===== src/rtl/trap_dispatch.sv =====
// trap_dispatch: turns an encoder trap request into a fetch redirect.
// Flush, save the faulting PC, hand the vector to fetch, hold until rett.
module trap_dispatch #(
   parameter int ADDR_W       = 32,
   parameter int FLUSH_CYCLES = 3
) (
   input  logic              clk,
   input  logic              rst,
   input  logic              trap_valid,
   input  logic [3:0]        TRAPreason,
   input  logic [ADDR_W-1:0] pc_in,
   input  logic [ADDR_W-13:0] tba,
   input  logic              rett,
   input  logic              vec_ready,
   output logic              flush,
   output logic [ADDR_W-1:0] trap_pc,
   output logic              vec_valid,
   output logic [ADDR_W-1:0] vec_addr,
   output logic [9:0]        src_ack,
   output logic              bad_code,
   output logic              err_mode,
   output logic              busy
);

   typedef enum logic [2:0] {
      IDLE,
      FLUSH,
      SAVE,
      VECTOR,
      HOLD
   } state_t;

   state_t     state;
   state_t     state_d;
   logic [3:0] cnt;
   logic [3:0] cnt_d;
   logic [3:0] code_q;
   logic       legal;
   logic       take;
   logic       hs;
   logic [9:0] ack_vec;

   assign legal   = (TRAPreason >= 4'd1) && (TRAPreason <= 4'd10);
   assign ack_vec = 10'd1 << (code_q - 4'd1);

   assign flush     = (state == FLUSH);
   assign vec_valid = (state == VECTOR);
   assign busy      = (state != IDLE);

   // State and flush counter register
   always_ff @(posedge clk or posedge rst) begin
      if (rst) begin
         state <= IDLE;
         cnt   <= '0;
      end else begin
         state <= state_d;
         cnt   <= cnt_d;
      end
   end

   // Next-state, counter and handshake decode
   always_comb begin
      state_d = state;
      cnt_d   = cnt;
      take    = 1'b0;
      hs      = 1'b0;
      unique case (state)
         IDLE: begin
            if (trap_valid && legal) begin
               state_d = FLUSH;
               cnt_d   = 4'(FLUSH_CYCLES - 1);
               take    = 1'b1;
            end
         end
         FLUSH: begin
            if (cnt == 4'd0) begin
               state_d = SAVE;
            end else begin
               cnt_d = cnt - 4'd1;
            end
         end
         SAVE: begin
            state_d = VECTOR;
         end
         VECTOR: begin
            if (vec_ready) begin
               hs      = 1'b1;
               state_d = HOLD;
            end
         end
         HOLD: begin
            if (rett) begin
               state_d = IDLE;
            end
         end
         default: begin
            state_d = IDLE;
         end
      endcase
   end

   // Captured trap context, ack pulse, error flags
   always_ff @(posedge clk or posedge rst) begin
      if (rst) begin
         code_q   <= '0;
         trap_pc  <= '0;
         vec_addr <= '0;
         src_ack  <= '0;
         bad_code <= 1'b0;
         err_mode <= 1'b0;
      end else begin
         bad_code <= (state == IDLE) && trap_valid && !legal;
         src_ack  <= hs ? ack_vec : '0;
         if (take) begin
            code_q <= TRAPreason;
         end
         if (state == SAVE) begin
            trap_pc  <= pc_in;
            vec_addr <= {tba, 4'h0, code_q, 4'h0};
         end
         if ((state == HOLD) && trap_valid && legal && !rett) begin
            err_mode <= 1'b1;
         end
      end
   end

endmodule


===== config.mk =====
export PLATFORM = sky130hd
export DESIGN_NAME = trap_dispatch
export DESIGN_NICKNAME = d
export VERILOG_FILES = /design/src/rtl/trap_dispatch.sv
export SDC_FILE = /design/constraint.sdc
export NUM_CORES = 1
export LEC_CHECK = 0
export BUFFER_PORTS_ARGS = -buffer_cell sky130_fd_sc_hd__buf_2
export CAP_MARGIN = 20
export CORE_ASPECT_RATIO = 1.2
export CORE_MARGIN = 4
export CORE_UTILIZATION = 47
export CTS_CLUSTER_SIZE = 25
export DETAILED_ROUTE_END_ITERATION = 8
export PLACE_DENSITY = 0.8
export SETUP_SLACK_MARGIN = 0.4
export SYNTH_ARGS = -nofsm -noshare
export SYNTH_HDL_FRONTEND = slang
export SYNTH_SLANG_ARGS = --single-unit

===== constraint.sdc =====
create_clock -name clk -period 3.4 [get_ports clk]
set_clock_uncertainty 0.15 [all_clocks]
set_input_delay 0.34 -clock clk [delete_from_list [all_inputs] [get_ports clk]]
set_output_delay 0.34 -clock clk [all_outputs]
set_load 0.01 [all_outputs]

==> results of run 1 <==
where the power goes:
group | leakage [nW] | switching, mW | total [mW] | internal, mW
Combinational | 0.982 | 0.696 | 1.49 | 0.791
Clock | 0.117 | 0.330 | 0.769 | 0.438
Sequential | 0.963 | 0.235 | 1.60 | 1.36
Total | 2.06 | 1.26 | 3.85 | 2.59
area by class of cell:
class	count	area share [%]
multi-input combinational	123	25.34
inverter	6	0.5802
clock buffer	10	3.359
sequential	79	48.24
timing repair buffer	137	17.65
tap	85	2.595
clock inverter	6	2.229
layer usage:
metal	GRT usage (%)	routed length [µm]	up-vias	share of wire, %
li1	-	-	1010	-
met1	18.54	2350	1005	38
met2	28.46	3278	80	53
met3	4.638	447	11	7.2
met4	7.170	116	0	1.9
met5	0	0	-	0
worst max-delay path: cells and delay by family (launching register included):
kind	cells	cell delay, ns
buffers and inverters	1	0.23
DFF	1	0.49
and+or+nand+nor	1	0.49
metrics by stage:
step	util [%]	hold slack [ns]
finish	63.57	0.07426
global route	63.57	0.04447
CTS	62.99	0.04518
detailed placement	59.43	0.3196
global placement	59.43	0.3150
floorplan	-	0.2979
how the worst max path moves through the flow:
stage	from	cells past startpoint	endpoint
after floorplan	rst	1	bad_code
after global placement	TRAPreason[2]	4	code_q[3]
after detailed placement	TRAPreason[2]	4	code_q[3]
after CTS	state[0]	2	flush
after global routing	state[0]	2	flush
final	state[0]	2	flush
sequential cells by signal (all words and copies together), names as in the netlist:
signal,cells
trap_pc,32
vec_addr,24
src_ack,10
cnt,4
code_q,4
state,3
bad_code,1
err_mode,1
placed cells by master, fill, tap and decap left out, drive strengths merged:
cell	count
nor2	16
clkbuf	10
a211o	1
a21oi	2
a31oi	1
nand2b	2
or3b	2
bufinv	2
o21ai	2
mux2	60
conb	8
o21bai	1
nor3	5
or3	1
clkinv	3
nand4b	1
nand3	2
buf	136
xor2	2
dlygate4sd3	1
o21a	1
nor3b	1
a221oi	1
dfrtp	79
o2111a	1
nand2	8
or4	1
ha	2
inv	7
nand3b	2
kinds of logic (layout without fill, tap and decap cells):
kind of cell,count (synthesis),in the layout,synth area share (%)
AOI/OAI and AO/OA,10,10,2.238
xor gates and xnor gates,2,2,0.5594
adders and majority gates,2,2,0.7989
buffers and inverters,24,159,4.714
DFF,79,79,63.12
muxes,60,60,22.05
other,1,8,0.1197
and+or+nand+nor,41,41,6.393
what timing repair did:
item / CTS / global route
setup buffers: 0 / 0
hold buffers: 0 / 1
hold endpoints to repair: 0 / 10
resized for setup: 0 / 0
==> results.md, run 1 <==
* LEAKAGE at 2.062 nW
* Multi-input combinational cell area at roughly 1000 µm²
* Pre-antenna DRT Iters at 4
* Prevailing post-synth register cell: dfrtp_1
* Number of core rows at 32
* Share of post-route cells with drive strength above 1 at about three fifths
* Setup CP Type: register to output port
* DR vias at 2106
* Grt ovf at 0
* Largest net degree at the start of global routing at between 60 and 70
* I/O pin count at 140
* Maximum fanout along the worst path at 9
* Largest stage delay, worst path at 0.49 ns
* Slew @ Worst Pin at slightly above 0.5 ns
* Critical path required time at 2.91 ns
* Core Box Area at about 6400 µm²
* Fin crit period at 2.029 ns
* DP Worst Slack at 1.495 ns
* Initial Util at 48.58%
* Area leader, netlist: dfrtp_1
* PortBufs at 131
* Die X at 82.52 µm
* Reg2reg path depth at 3
* Data arrival time of the worst path at 1.54 ns
* Gate Count Post-Synth at 219
* Final worst setup slack at 1.371 ns
* Cell Count, Final, Fillers Out at 446
* Post-Place Cell Area at 3831 µm²
* Synth cell types at 31
* Reg-to-reg endpoint: code_q[3]
* Worst-Skew Late Latency at 0.34 ns
* Vias in the first global route at ~2200
* Unrepaired setup endpoints after global routing: false
* Drt wl/cell at 13.89 µm
* Post-Synthesis Mean Instance Area at 14.30 µm²
* Part of the Yosys area used for sequential elements at between 60% and 70%
* Yosys warnings at 0
* Critical Path, Cell by Cell: nor3b_1, buf_2
* Max-cap check violation count at 0
* Setup-failing EPs final at 0
* Max Freq at 492.7 MHz
* Worst ir drop on vdd at 0.4030 mV
* Vias per cell at 4.722
* Dpl hpwl at 4827 µm
* Setup TNS at 0 ns
* RR Startpoint: state[0]
* Final wirelength at 6193 µm
* DRT antenna net count at 0
* Clk root buf: clkbuf_8
* Clock Tree Buf Depth at 2
* Total power at roughly 3.9 mW
* Initial antenna violation count at 0
* Mapped Area at between 3000 and 4000 µm²
* #FFs+latches synth at 79
* Synth top area cells: dfrtp_1, mux2_2, buf_4
* Reg clk slew, reported paths at 0.08 ns
* PD cells at 940.4 nW/µm²
* # diodes at 0
* Initial DRC Count at 38
* Register-to-register setup slack at 1.51 ns
* Post-synth EDFFs at 0
* Dpl cells at 428
* DR DRC count at 0
* Critical path startpoint category: register
* WHS Path Cells at 2
* Area delta synth->final at 30.84%
* CP max-delay cell: dfrtp_1
* First-pass GRT wire length at 10090 µm
* Die height at 97.42 µm
* Hold Path End: trap_pc[29]
* H-tree levels at 3
* CTS tree: done
* Sink Count at 79
* Class of the worst hold path: input port to register
* Most frequent cell after synthesis: dfrtp_1
* Final Hold Vio Count at 0
* Worst min-delay path startpoint: pc_in[29]
* Worst slew margin at 65.76%
* Status: finished, final reports clean
* Final Net Count at approximately 420
* Register area at roughly 2000 µm²
* Post-synth ARST share at 100.0%
* Fillers at around 520
* RePlAce Congestion at just over 0.8
* CTS Buf Count at 9
* Crit end category: output port
* Period utilization at 59.69%
* Commonest cells post-synth: dfrtp_1, mux2_2, nor2_1
* Share of the synthesized area in the top cell type at 63.12%
* Full die area at 8039 µm²
* Fin. max-slew vios at 0
* Final Instance Area at 4098 µm²
* Tot GR Track Use at 16.53%
Power figures use the tool's default switching activity.
==> run 2, diff against run 1 <==
==> constraint.sdc (replaced) <==
create_clock -name clk -period 2.07 [get_ports clk]
set_clock_uncertainty 0.15 [all_clocks]
set_input_delay 0.207 -clock clk [delete_from_list [all_inputs] [get_ports clk]]
set_output_delay 0.207 -clock clk [all_outputs]
set_load 0.01 [all_outputs]
==> results.md, run 2 (same netlist as run 1, synthesis figures left out) <==
* Status: finished, final reports clean
* I/O pin count at 140 (unchanged)
* CTS Buf Count at 9 (unchanged)
* Period utilization at 82.57%
* Reg-to-reg endpoint: trap_pc[29]
* Unrepaired setup endpoints after global routing: true
* RePlAce Congestion at 0.8123 (-2.0%)
* Final Instance Area at 4975 µm² (+21%)
* # diodes at 0 (unchanged)
* Crit end category: register
* Grt ovf at 0 (unchanged)
* Fillers at 389 (-25%)
* Worst ir drop on vdd at 0.7803 mV (+94%)
* Class of the worst hold path: input port to register
* Sink Count at 79 (unchanged)
* Max reg flops at 32 (unchanged)
* Max-cap check violation count at 0 (unchanged)
* Worst path depth at 5 (+3)
* Critical Path Start: state[1]
* CP max-delay cell: dfrtp_2
* Drt wl/cell at 17.08 µm (+23%)
* Top Family by Delay on Critical Path: flip-flops
* PD cells at 1432 nW/µm² (+52%)
* Share of post-route cells with drive strength above 1 at 55.73% (-4.1 points)
* Maximum fanout along the worst path at 13 (+4)
* Vias in the first global route at 2744 (+27%)
* DR DRC count at 0 (unchanged)
* Register-to-register setup slack at 0.36 ns (-1.15 ns)
* Total power at 7.123 mW (+85%)
* First-pass GRT wire length at 12990 µm (+29%)
* Initial DRC Count at 95 (+150%)
* Final Hold Vio Count at 0 (unchanged)
* Die height at 97.42 µm (unchanged)
* CTS tree: done
* Max Freq at 585.1 MHz
* WP buf/inv at 3 (+2)
* Final hold slack at 0.1025 ns (+0.02821 ns)
* Most frequent cells in the layout: buf_2, dfrtp_1, dlygate4sd3_1
* DRT antenna net count at 0 (unchanged)
* Power share of the combinational group at 44.3% (+5.7 points)
* Core Box Area at 6446 µm² (unchanged)
* Final worst setup slack at 0.3608 ns (-1.010 ns)
* Post-Place Cell Area at 3909 µm² (+2.0%)
* DP Worst Slack at 0.1517 ns (-1.343 ns)
* Reg2reg path depth at 5 (+2)
* H-tree levels at 3 (unchanged)
* Clk root buf: clkbuf_8
* RR Startpoint: state[1]
* Largest stage delay, worst path at 0.48 ns (about the same)
* Slew @ Worst Pin at 0.6139 ns (+0.1015 ns)
* Register area at 1981 µm² (+0.19%)
* PortBufs at 131 (unchanged)
* Initial Util at 48.58% (unchanged)
* Int Pwr at 4.705 mW (+82%)
* Initial antenna violation count at 0 (unchanged)
* Worst-Skew Late Latency at 0.33 ns (about the same)
* Seq pwr share at 38.0% (-3.5 points)
* Multi-input combinational cell area at 1112 µm² (+7.1%)
* Largest net degree at the start of global routing at 28 (-57%)
* Tot GR Track Use at 21.43% (+4.9 points)
* Critical path required time at 2.15 ns (-0.76 ns)
* Fin crit period at about 1.7 ns
* DR vias at 2543 (+21%)
* Sw frac at 33.94% (+1.2 points)
* Vias per cell at 4.881 (+3.4%)
* Die X at 82.52 µm (unchanged)
* Final Net Count at 494 (+18%)
* Dpl hpwl at 4916 µm (+1.9%)
* LEAKAGE at 2.437 nW (+18%)
* Critical path startpoint category: register
* Reg clk slew, reported paths at 0.09 ns (about the same)
* Full die area at 8039 µm² (unchanged)
* Crit path to: trap_pc[29]
* Setup-failing EPs final at 0 (unchanged)
* Power share of the clock group at 17.7% (-2.2 points)
* Setup TNS at 0 ns (unchanged)
* Clock Tree Buf Depth at 2 (unchanged)
* Number of core rows at 32 (unchanged)
* Area delta synth->final at 58.85%
* Psw at 2.418 mW (+92%)
* Largest Register: trap_pc
* Worst slew margin at 58.99% (-6.8 points)
* Critical Path, Cell by Cell: inv_4, nor3_4, buf_6, clkbuf_16, mux2_2
* Most common cell after layout, fill and taps aside: buf_2
* Data arrival time of the worst path at 1.79 ns (+0.25 ns)
* Biggest regs: trap_pc x32, vec_addr x24, src_ack x10
* Pre-antenna DRT Iters at 4 (unchanged)
* Final wirelength at 8898 µm (+44%)
* Fin. max-slew vios at 0 (unchanged)
* Setup CP Type: register to register
[run 2: cell count changes in the layout (fill, tap and decap cells not counted), sizes merged]
cell	change
clkinv	-2
clkbuf	+1
buf	+15
clkinvlp	+2
inv	+1
dlygate4sd3	+58
[run 2: through the flow]
stage | util (%) | cells
3_3_place_gp | 60.64 | 430
3_5_place_dp | 60.64 | 430
2_1_floorplan | - | 226
4_1_cts | 75.23 | 515
5_1_grt | 77.17 | 521
6_report | 77.17 | 521
[run 2: power by group through the flow]
stage               registers, mW  clock network (mW)  logic, mW
global placement             2.63                   0       2.49
CTS                          2.64                1.30       2.87
finish                       2.71                1.26       3.15
detailed placement           2.67                   0       2.56
floorplan                    2.88                   0       1.39
global route                 2.80                1.39       3.39
[run 2: worst min path at each step]
stage / from / to / slack [ns] / cells past startpoint
floorplan: trap_valid / bad_code / 0.16 / 2
global placement: rst / trap_pc[11] / 0.15 / 2
detailed placement: rst / trap_pc[11] / 0.16 / 2
CTS: vec_ready / state[0] / 0.03 / 4
global route: vec_ready / state[0] / 0.09 / 4
finish: vec_ready / state[0] / 0.10 / 4
[run 2: area by class of cell]
cell class,instances,share of cell area [%]
flip-flops and latches,79,39.81
repair buffers,212,30.56
inverters,6,0.5785
multi-input cells,123,22.36
well taps,85,2.138
clock inverters,7,2.062
clock buffers,9,2.490
[run 2: layer usage]
metal	global-route usage, %	share of wire [%]	vias up
li1	-	-	1164
met1	22.95	36	1255
met2	38.58	55	101
met3	3.896	6.2	23
met4	10.94	2.7	0
met5	0	0	-
[run 2: repair_timing]
| action | 4_1_cts | 5_1_grt |
|---|---|---|
| endpoints found under the hold margin | 82 | 0 |
| setup endpoints to repair | 67 | 41 |
| cloned | 1 | 2 |
| hold buffers | 59 | 0 |
| resized for setup | 10 | 13 |
| pin swaps | 2 | 2 |
| setup buffers | 9 | 4 |
[run 2: tightest hold or removal path: stages]
cell      delay, ns
buf_2          0.11
nand2_1        0.06
o21ai_0        0.09
a221oi_1       0.08
